--- config.mk ---
export PLATFORM = sky130hd
export DESIGN_NAME = uart_rx
export DESIGN_NICKNAME = d
export VERILOG_FILES = /design/src/rtl/uart_rx.sv
export SDC_FILE = /design/constraint.sdc
export NUM_CORES = 1
export LEC_CHECK = 0
export ABC_AREA = 1
export BUFFER_PORTS_ARGS = -buffer_cell sky130_fd_sc_hd__buf_2
export CAP_MARGIN = 25
export CORE_ASPECT_RATIO = 1.2
export CORE_MARGIN = 8
export CORE_UTILIZATION = 62
export CTS_CLUSTER_SIZE = 24
export DETAILED_ROUTE_END_ITERATION = 12
export GPL_TIMING_DRIVEN = 1
export PLACE_DENSITY_LB_ADDON = 0.08
export SYNTH_ARGS = -nofsm -noshare
export SYNTH_HDL_FRONTEND = slang
export SYNTH_SLANG_ARGS = --single-unit
export TNS_END_PERCENT = 100
--- constraint.sdc ---
create_clock -name clk -period 3.7 [get_ports clk]
set_input_delay 0.37 -clock clk [delete_from_list [all_inputs] [get_ports clk]]
set_output_delay 0.37 -clock clk [all_outputs]
set_load 0.005 [all_outputs]
--- src/rtl/uart_rx.sv ---
// uart_rx: 8N1 serial receiver with a 2-flop input synchronizer, mid-bit sampling and a
// single-entry valid/ack output register. Framing errors and overruns are one-cycle pulses.
module uart_rx #(
    parameter int unsigned DIVIDER = 25000000 / 115200
) (
    input  logic       clk,
    input  logic       reset,
    input  logic       serial,
    output logic [7:0] data,
    output logic       valid,
    input  logic       ack,
    output logic       frame_err,
    output logic       overrun
);

    localparam int unsigned CntW = (DIVIDER > 2) ? $clog2(DIVIDER) : 1;
    localparam logic [CntW-1:0] HalfLast = CntW'(DIVIDER / 2 - 1);
    localparam logic [CntW-1:0] BitLast  = CntW'(DIVIDER - 1);

    typedef enum logic [2:0] {
        StIdle,
        StStart,
        StData,
        StStop,
        StBreak
    } state_e;

    state_e          state_q, state_d;
    logic [1:0]      sync_q;
    logic [CntW-1:0] cnt_q, cnt_d;
    logic [2:0]      bitcnt_q, bitcnt_d;
    logic [7:0]      shift_q, shift_d;
    logic [7:0]      data_q, data_d;
    logic            valid_q, valid_d;
    logic            frame_err_q, frame_err_d;
    logic            overrun_q, overrun_d;
    logic            deliver;
    logic            s_sync;

    assign s_sync = sync_q[1];

    always_ff @(posedge clk or posedge reset) begin
        if (reset) begin
            state_q     <= StIdle;
            sync_q      <= 2'b11;
            cnt_q       <= '0;
            bitcnt_q    <= '0;
            shift_q     <= '0;
            data_q      <= '0;
            valid_q     <= 1'b0;
            frame_err_q <= 1'b0;
            overrun_q   <= 1'b0;
        end else begin
            state_q     <= state_d;
            sync_q      <= {sync_q[0], serial};
            cnt_q       <= cnt_d;
            bitcnt_q    <= bitcnt_d;
            shift_q     <= shift_d;
            data_q      <= data_d;
            valid_q     <= valid_d;
            frame_err_q <= frame_err_d;
            overrun_q   <= overrun_d;
        end
    end

    always_comb begin
        state_d     = state_q;
        cnt_d       = cnt_q;
        bitcnt_d    = bitcnt_q;
        shift_d     = shift_q;
        data_d      = data_q;
        valid_d     = valid_q;
        frame_err_d = 1'b0;
        overrun_d   = 1'b0;
        deliver     = 1'b0;

        if (valid_q && ack) begin
            valid_d = 1'b0;
        end

        case (state_q)
            StIdle: begin
                cnt_d = '0;
                if (!s_sync) begin
                    state_d = StStart;
                end
            end
            StStart: begin
                // Half a bit in: confirm the start bit, then sample every full bit period.
                if (cnt_q == HalfLast) begin
                    cnt_d = '0;
                    if (s_sync) begin
                        state_d = StIdle;
                    end else begin
                        state_d  = StData;
                        bitcnt_d = '0;
                    end
                end else begin
                    cnt_d = cnt_q + 1'b1;
                end
            end
            StData: begin
                if (cnt_q == BitLast) begin
                    cnt_d    = '0;
                    shift_d  = {s_sync, shift_q[7:1]};
                    bitcnt_d = bitcnt_q + 3'd1;
                    if (bitcnt_q == 3'd7) begin
                        state_d = StStop;
                    end
                end else begin
                    cnt_d = cnt_q + 1'b1;
                end
            end
            StStop: begin
                if (cnt_q == BitLast) begin
                    cnt_d = '0;
                    if (s_sync) begin
                        deliver = 1'b1;
                        state_d = StIdle;
                    end else begin
                        frame_err_d = 1'b1;
                        state_d     = StBreak;
                    end
                end else begin
                    cnt_d = cnt_q + 1'b1;
                end
            end
            StBreak: begin
                // Hold off until the line is released so a stuck-low line cannot retrigger.
                cnt_d = '0;
                if (s_sync) begin
                    state_d = StIdle;
                end
            end
            default: begin
                state_d = StIdle;
                cnt_d   = '0;
            end
        endcase

        if (deliver) begin
            if (!valid_q || ack) begin
                data_d  = shift_q;
                valid_d = 1'b1;
            end else begin
                overrun_d = 1'b1;
            end
        end
    end

    assign data      = data_q;
    assign valid     = valid_q;
    assign frame_err = frame_err_q;
    assign overrun   = overrun_q;

endmodule

==> summary.txt, run 1 <==
Synthesis
  • Distinct cells, synth: 24
  • Syn Std Cell Area: 1640 um^2
  • Cells after synthesis: 194
  • Seq/Total Area, Yosys: 53.7%
  • Syn nets: 202
  • Avg Synthesized Cell Area: 8.44 um^2
  • Ys Warns: 0
  • Yosys reg bits: 35

Run
  • Maxcap violations: 0

STA
  • Hold_ws: 0.105 ns
  • Slew margin rel.: 51.4%
  • Fin. max-slew vios: 0
  • RSZ-0062 raised after global routing: false
  • Final setup fails: 0
  • Final hold vios: 0
  • TNS Setup: 0 ns
  • Final Critical Period: 2.01 ns
  • Period utilisation layout: 54.4%
  • Slew @ Worst Pin: 0.726 ns
  • Max frequency: 0.496 GHz
  • Setup Skew: 0.0126 ns

Worst setup path
  • Critical Path Source: cnt_q[0]
  • Critical Path RT: 3.99 ns
  • Reg2reg start: cnt_q[0]
  • Critical path fanouts, max: 12
  • Critical Path End Type: flop
  • Arr. time, crit path: 2.30 ns
  • Critical path launch point type: flop
  • Critical setup path kind: flop to flop

Die
  • Core ar.: 2530 um^2
  • DIE WIDTH: 62.9 um
  • Area of the die: 4550 um^2
  • Core Rows: 20
  • Initial core utilization: 64.8%
  • Die Ht: 72.3 um
  • Ports: 15

Global route
  • Initial antenna violation count: 0
  • First-pass GRT wire length: 5280 um
  • Vias in the first global route: 1,285
  • Grt total ovfl: 0
  • Pin count of the biggest net entering global routing: 36
  • Aggregate global-route resource usage: 14.8%

Power and ir drop
  • Leakage: 0.000996 uW
  • Maximum vdd drop: 0.314 mV
  • Pwr Density: 329 nW/um^2

Placement
  • GPL Wtd Cong: 0.889
  • Detail Placement HPWL: 2310 um
  • I/O Buffers: 14
  • DP Area: 1730 um^2
  • Placed cell count: 239

Clock network
  • CTS-repair resized insts: 0
  • Clock Sinks: 35
  • Clk Latency, worst-skew pair: 0.34 ns
  • Post-CTS Setup Inserts: 0
  • CTS Hold Buffers Added: 0
  • Num CTS Buffers: 5
  • CTS root buf: clkbuf_4
  • CTS tree: built
  • Clk buf depth: 2
  • CTS clk-pin slew, worst paths: 0.10 ns
  • H-tree levels: 2

Detailed routing
  • WL final: 2950 um
  • Wire length on met2: 1520 um
  • Drt via density: 5.17
  • DR WL/cell: 11.9 um
  • Top Metal Used: met4
  • Drc violations: 0
  • Vias: 1,277
  • DR pass1 iterations: 4
  • Post-DRT Antenna Nets: 0
  • DR iter-0 viols: 53
  • Met3 WL post-DR: 177 um
  • Met1 WL: 1200 um

Final layout
  • Area of the multi-input gates: 669 um^2
  • Final Net Count: 221
  • Highest-count cells in the layout ignoring fill and taps: nand2_1, dfrtp_1, nor2_1
  • Reg area: 878 um^2
  • Post-Layout Inst Area: 1780 um^2
  • Layout cells sized above 1: 14.0%
  • Ant. Diodes: 0
  • Synth-to-layout area growth: 8.94%
  • Count of non-filler cells in the finished layout: 247
  • Commonest non-fill, non-tap cell in the layout: nand2_1
  • FILL cells: 205

Outcome
  • Outcome: completed

Worst hold path
  • Hold crit path type: input port to async pin
[worst paths after layout]
check	endpoint	slack [ns]	depth (start not counted)
min in group clk	sync_q[0]	0.12	1
hold reg to reg	sync_q[1]	0.36	0
hold / removal	overrun	0.11	3
setup reg to reg	data[5]	1.69	8
max in group asynchronous	sync_q[0]	3.26	3
setup / recovery	data[5]	1.69	8
[kinds of logic after synthesis]
| family | share of synthesized area, % |
|---|---|
| xor+xnor | 2.68 |
| buf+inv | 5.43 |
| simple gates | 29.9 |
| flops | 53.7 |
| fa+ha+maj | 3.06 |
| compound gates | 5.28 |
[routing by layer]
metal,vias to the layer above,GRT usage [%]
li1,647,-
met1,591,14.2
met2,33,26.3
met3,6,6.32
met4,0,8.12
met5,-,0
[cell type report]
class | count | area share (%)
clock buffer | 8 | 2.74
inverter | 18 | 3.79
multi-input combinational | 138 | 37.5
sequential | 35 | 49.3
tap | 33 | 2.32
timing repair buffer | 15 | 4.35
[where the power goes]
part	internal [uW]	switching, uW	leakage (uW)	total [uW]
registers	384	0.585	0.000467	385
clock network	75.6	116	0.0000265	191
logic	2.46	8.60	0.000502	11.1
total	462	125	0.000996	587
[synth_stat cells]
cell type,count,area [um^2]
nand2_1,68,255
dfrtp_1,33,826
nor2_1,22,82.6
inv_1,16,60.1
nand3_1,16,80.1
o21ai_1,8,40.0
ha_1,4,50.1
nor3_1,3,15.0
xnor2_1,3,26.3
buf_2,2,10.0
dfstp_2,2,52.6
inv_2,2,7.51
nand2_2,2,12.5
o21ai_0,2,10.0
xor2_1,2,17.5
a21o_1,1,7.51
a21oi_1,1,5.00
a21oi_4,1,16.3
and3_1,1,6.26
buf_6,1,11.3
nor2_4,1,11.3
nor3_2,1,10.0
nor3_4,1,16.3
o31ai_1,1,7.51
[worst max-delay path, cell delays in order, from the launching register on]
cell	delay, ns
dfrtp_1	0.42
inv_1	0.07
ha_1	0.17
nand2_1	0.10
nor3_4	0.40
nand2_1	0.36
nor2_4	0.26
nand2_1	0.10
nand2_1	0.08
[registers in the layout, summed over array words and instances, names as in the netlist]
register,cells
cnt_q,8
data,8
shift_q,8
bitcnt_q,3
state_q,3
sync_q,2
frame_err,1
overrun,1
valid,1
[stage by stage]
stage	utilization, %	worst slack, ns	power, uW
floorplan	-	2.26	399
global placement	68.6	1.79	403
detailed placement	68.6	1.65	404
CTS	70.5	1.65	598
global route	70.5	1.42	614
finish	70.5	1.69	587
No activity file was read; power rests on OpenSTA's default activity.
==> inputs of run 2 (changes only) <==
Settings changed: ABC_AREA 1 to 0, CORE_UTILIZATION 62 to 52.
Clock period 3.7 ns to 1.7 ns, I/O delays scaled along.
==> run 2 against run 1 <==
  * Fmax up 1.6%
  * Global-route usage down 1.4 points
  * Design area up 13%
  * Largest cell class unchanged
  * Critical path depth down 4
  * Largest power group unchanged
  * Clock skew down 0.0041 ns
  * Hold slack better by 0.0067 ns
  * Core utilization down 2.8 points
  * The flow now finishes with violations (setup timing)
  * Wire length up 8.5%
  * Via count down 13%
==> summary.txt, run 2 <==
Placement
  • GPL Wtd Cong: 0.820
  • DP Area: 1830 um^2
  • Detail Placement HPWL: 2180 um
  • I/O Buffers: 14

Worst setup path
  • Critical setup path kind: flop to flop
  • Critical Path End Type: flop
  • Arr. time, crit path: 2.21 ns
  • Critical path fanouts, max: 8
  • Critical path launch point type: flop
  • Critical Path RT: 1.93 ns

STA
  • Period utilisation layout: 117%
  • Slew @ Worst Pin: 0.433 ns
  • Final Critical Period: 1.98 ns
  • Max frequency: 0.504 GHz
  • Fin. max-slew vios: 0
  • Hold_ws: 0.112 ns
  • Setup Skew: 0.00854 ns
  • Final worst setup slack: -0.283 ns
  • RSZ-0062 raised after global routing: true
  • Final hold vios: 0
  • Final setup fails: 8
  • Slew margin rel.: 71.1%

Synthesis
  • Top cell type's share of synthesized area: 52.3%
  • Dominant cell type by area after synthesis: dfrtp_1
  • Ys async rst share: 100%
  • Cells after synthesis: 125
  • Syn nets: 133
  • Avg Synthesized Cell Area: 12.6 um^2
  • Dominant synthesized flop cell: dfrtp_1
  • Ys Warns: 0
  • Seq/Total Area, Yosys: 55.7%
  • Distinct cells, synth: 35
  • Synth area leaders: dfrtp_1, mux2_4, mux2_2, dfstp_2, ha_1
  • Yosys reg bits: 35
  • Synth cell count leaders: dfrtp_1, nor2_1, mux2_2
  • EDFF count, synth: 0
  • Syn Std Cell Area: 1580 um^2
  • Most common cell in the netlist: dfrtp_1

Global route
  • Initial antenna violation count: 0
  • Vias in the first global route: 1,189
  • Aggregate global-route resource usage: 13.4%
  • Pin count of the biggest net entering global routing: 36
  • Grt total ovfl: 0
  • First-pass GRT wire length: 5430 um

Detailed routing
  • Vias: 1,116
  • Drt via density: 5.39
  • Post-DRT Antenna Nets: 0
  • DR iter-0 viols: 40
  • DR pass1 iterations: 4
  • Drc violations: 0
  • DR WL/cell: 15.5 um
  • WL final: 3200 um

Final layout
  • Layout cells sized above 1: 49.1%
  • Finished Core Util: 67.7%
  • Ant. Diodes: 0
  • Post-Layout Inst Area: 2010 um^2
  • Highest-count cells in the layout ignoring fill and taps: dfrtp_1, buf_4, buf_2
  • Synth-to-layout area growth: 27.6%
  • Final Net Count: 178
  • Commonest non-fill, non-tap cell in the layout: dfrtp_1

Clock network
  • Clock Sinks: 35
  • CTS clk-pin slew, worst paths: 0.11 ns
  • CTS root buf: clkbuf_4
  • Num CTS Buffers: 5
  • Clk Latency, worst-skew pair: 0.35 ns
  • H-tree levels: 2
  • Clk buf depth: 2
  • CTS tree: built

Power and ir drop
  • Maximum vdd drop: 0.705 mV
  • Pwr Density: 653 nW/um^2
  • Leakage: 0.000997 uW

Die
  • DIE WIDTH: 66.3 um
  • Core ar.: 2970 um^2
  • Core Rows: 22
  • Area of the die: 5060 um^2
  • Ports: 15
  • Die Ht: 76.3 um
  • Initial core utilization: 53.1%

Worst hold path
  • Hold crit path type: input port to flop

Outcome
  • Outcome: finished, violations left
  • Violated checks: setup timing

Run
  • Maxcap violations: 0
[run 2: changes by cell type after synthesis, moves of 8 or more]
cell	change
inv_1	-10
mux2_2	+9
mux2_4	+8
nand2_1	-65
nand3_1	-12
nor2_1	-10
o21ai_1	-8
[run 2: kinds of logic (layout without fill, tap and decap cells)]
logic type,Yosys count,after routing,share of synthesized area (%)
xor gates and xnor gates,6,6,3.33
buffers and inverters,13,59,4.28
AOI/OAI and AO/OA,13,13,6.11
muxes,17,17,14.0
adders and majority gates,4,4,3.17
DFF,35,35,55.7
and+or+nand+nor,37,37,13.4
[run 2: what timing repair did]
action                                  4_1_cts  5_1_grt
gates resized for setup                       3       13
hold buffers                                  2        0
endpoints found under the hold margin        34        0
buffers inserted                              2        4
pin swaps                                     4        3
cloned                                        0        0
endpoints found under the setup margin        9       29
[run 2: where the power goes]
group	internal, uW	switching (uW)
Sequential	836	1.14
Clock	159	279
Combinational	17.0	22.8
[run 2: area by class of cell]
cell class                      count  area [um^2]
Fill cell                         224          960
Sequential cell                    35          878
Multi-Input combinational cell     77          703
Timing Repair Buffer               44          304
Tap cell                           36         45.0
Clock buffer                        6         41.3
Inverter                            7         28.8
Clock inverter                      2         12.5
[run 2: layer usage]
metal / global-route usage [%] / part of all wire, %
met1: 16.8 / 46
met2: 20.0 / 47
met3: 4.26 / 5.2
met4: 6.64 / 2.2
met5: 0 / 0
[run 2: worst max-delay path: stages (launching register included)]
cell and delay [ns]:
dfstp_2 0.55, inv_2 0.04, or3_4 0.36, or4b_4 0.59, mux2_4 0.34
[run 2: metrics by stage]
step           setup TNS [ns]  std cells  total power, uW  setup WS, ns
2_1_floorplan           -2.39        125              871        -0.299
3_3_place_gp            -1.93        192              886        -0.237
3_5_place_dp            -2.13        192              887        -0.272
4_1_cts                 -2.32        204             1340        -0.281
5_1_grt                 -2.69        207             1380        -0.302
6_report                -2.17        207             1320        -0.283
[run 2: final timing paths]
kind | startpoint | to | slack (ns) | cells after the start
max in group asynchronous | reset | sync_q[1] | 0.91 | 4
worst max register to register | sync_q[1] | data[5] | -0.28 | 4
worst min-delay path | ack | overrun | 0.11 | 3
min in group asynchronous | reset | bitcnt_q[1] | 0.45 | 4
worst min register to register | sync_q[0] | sync_q[1] | 0.37 | 0
worst max-delay path | sync_q[1] | data[5] | -0.28 | 4
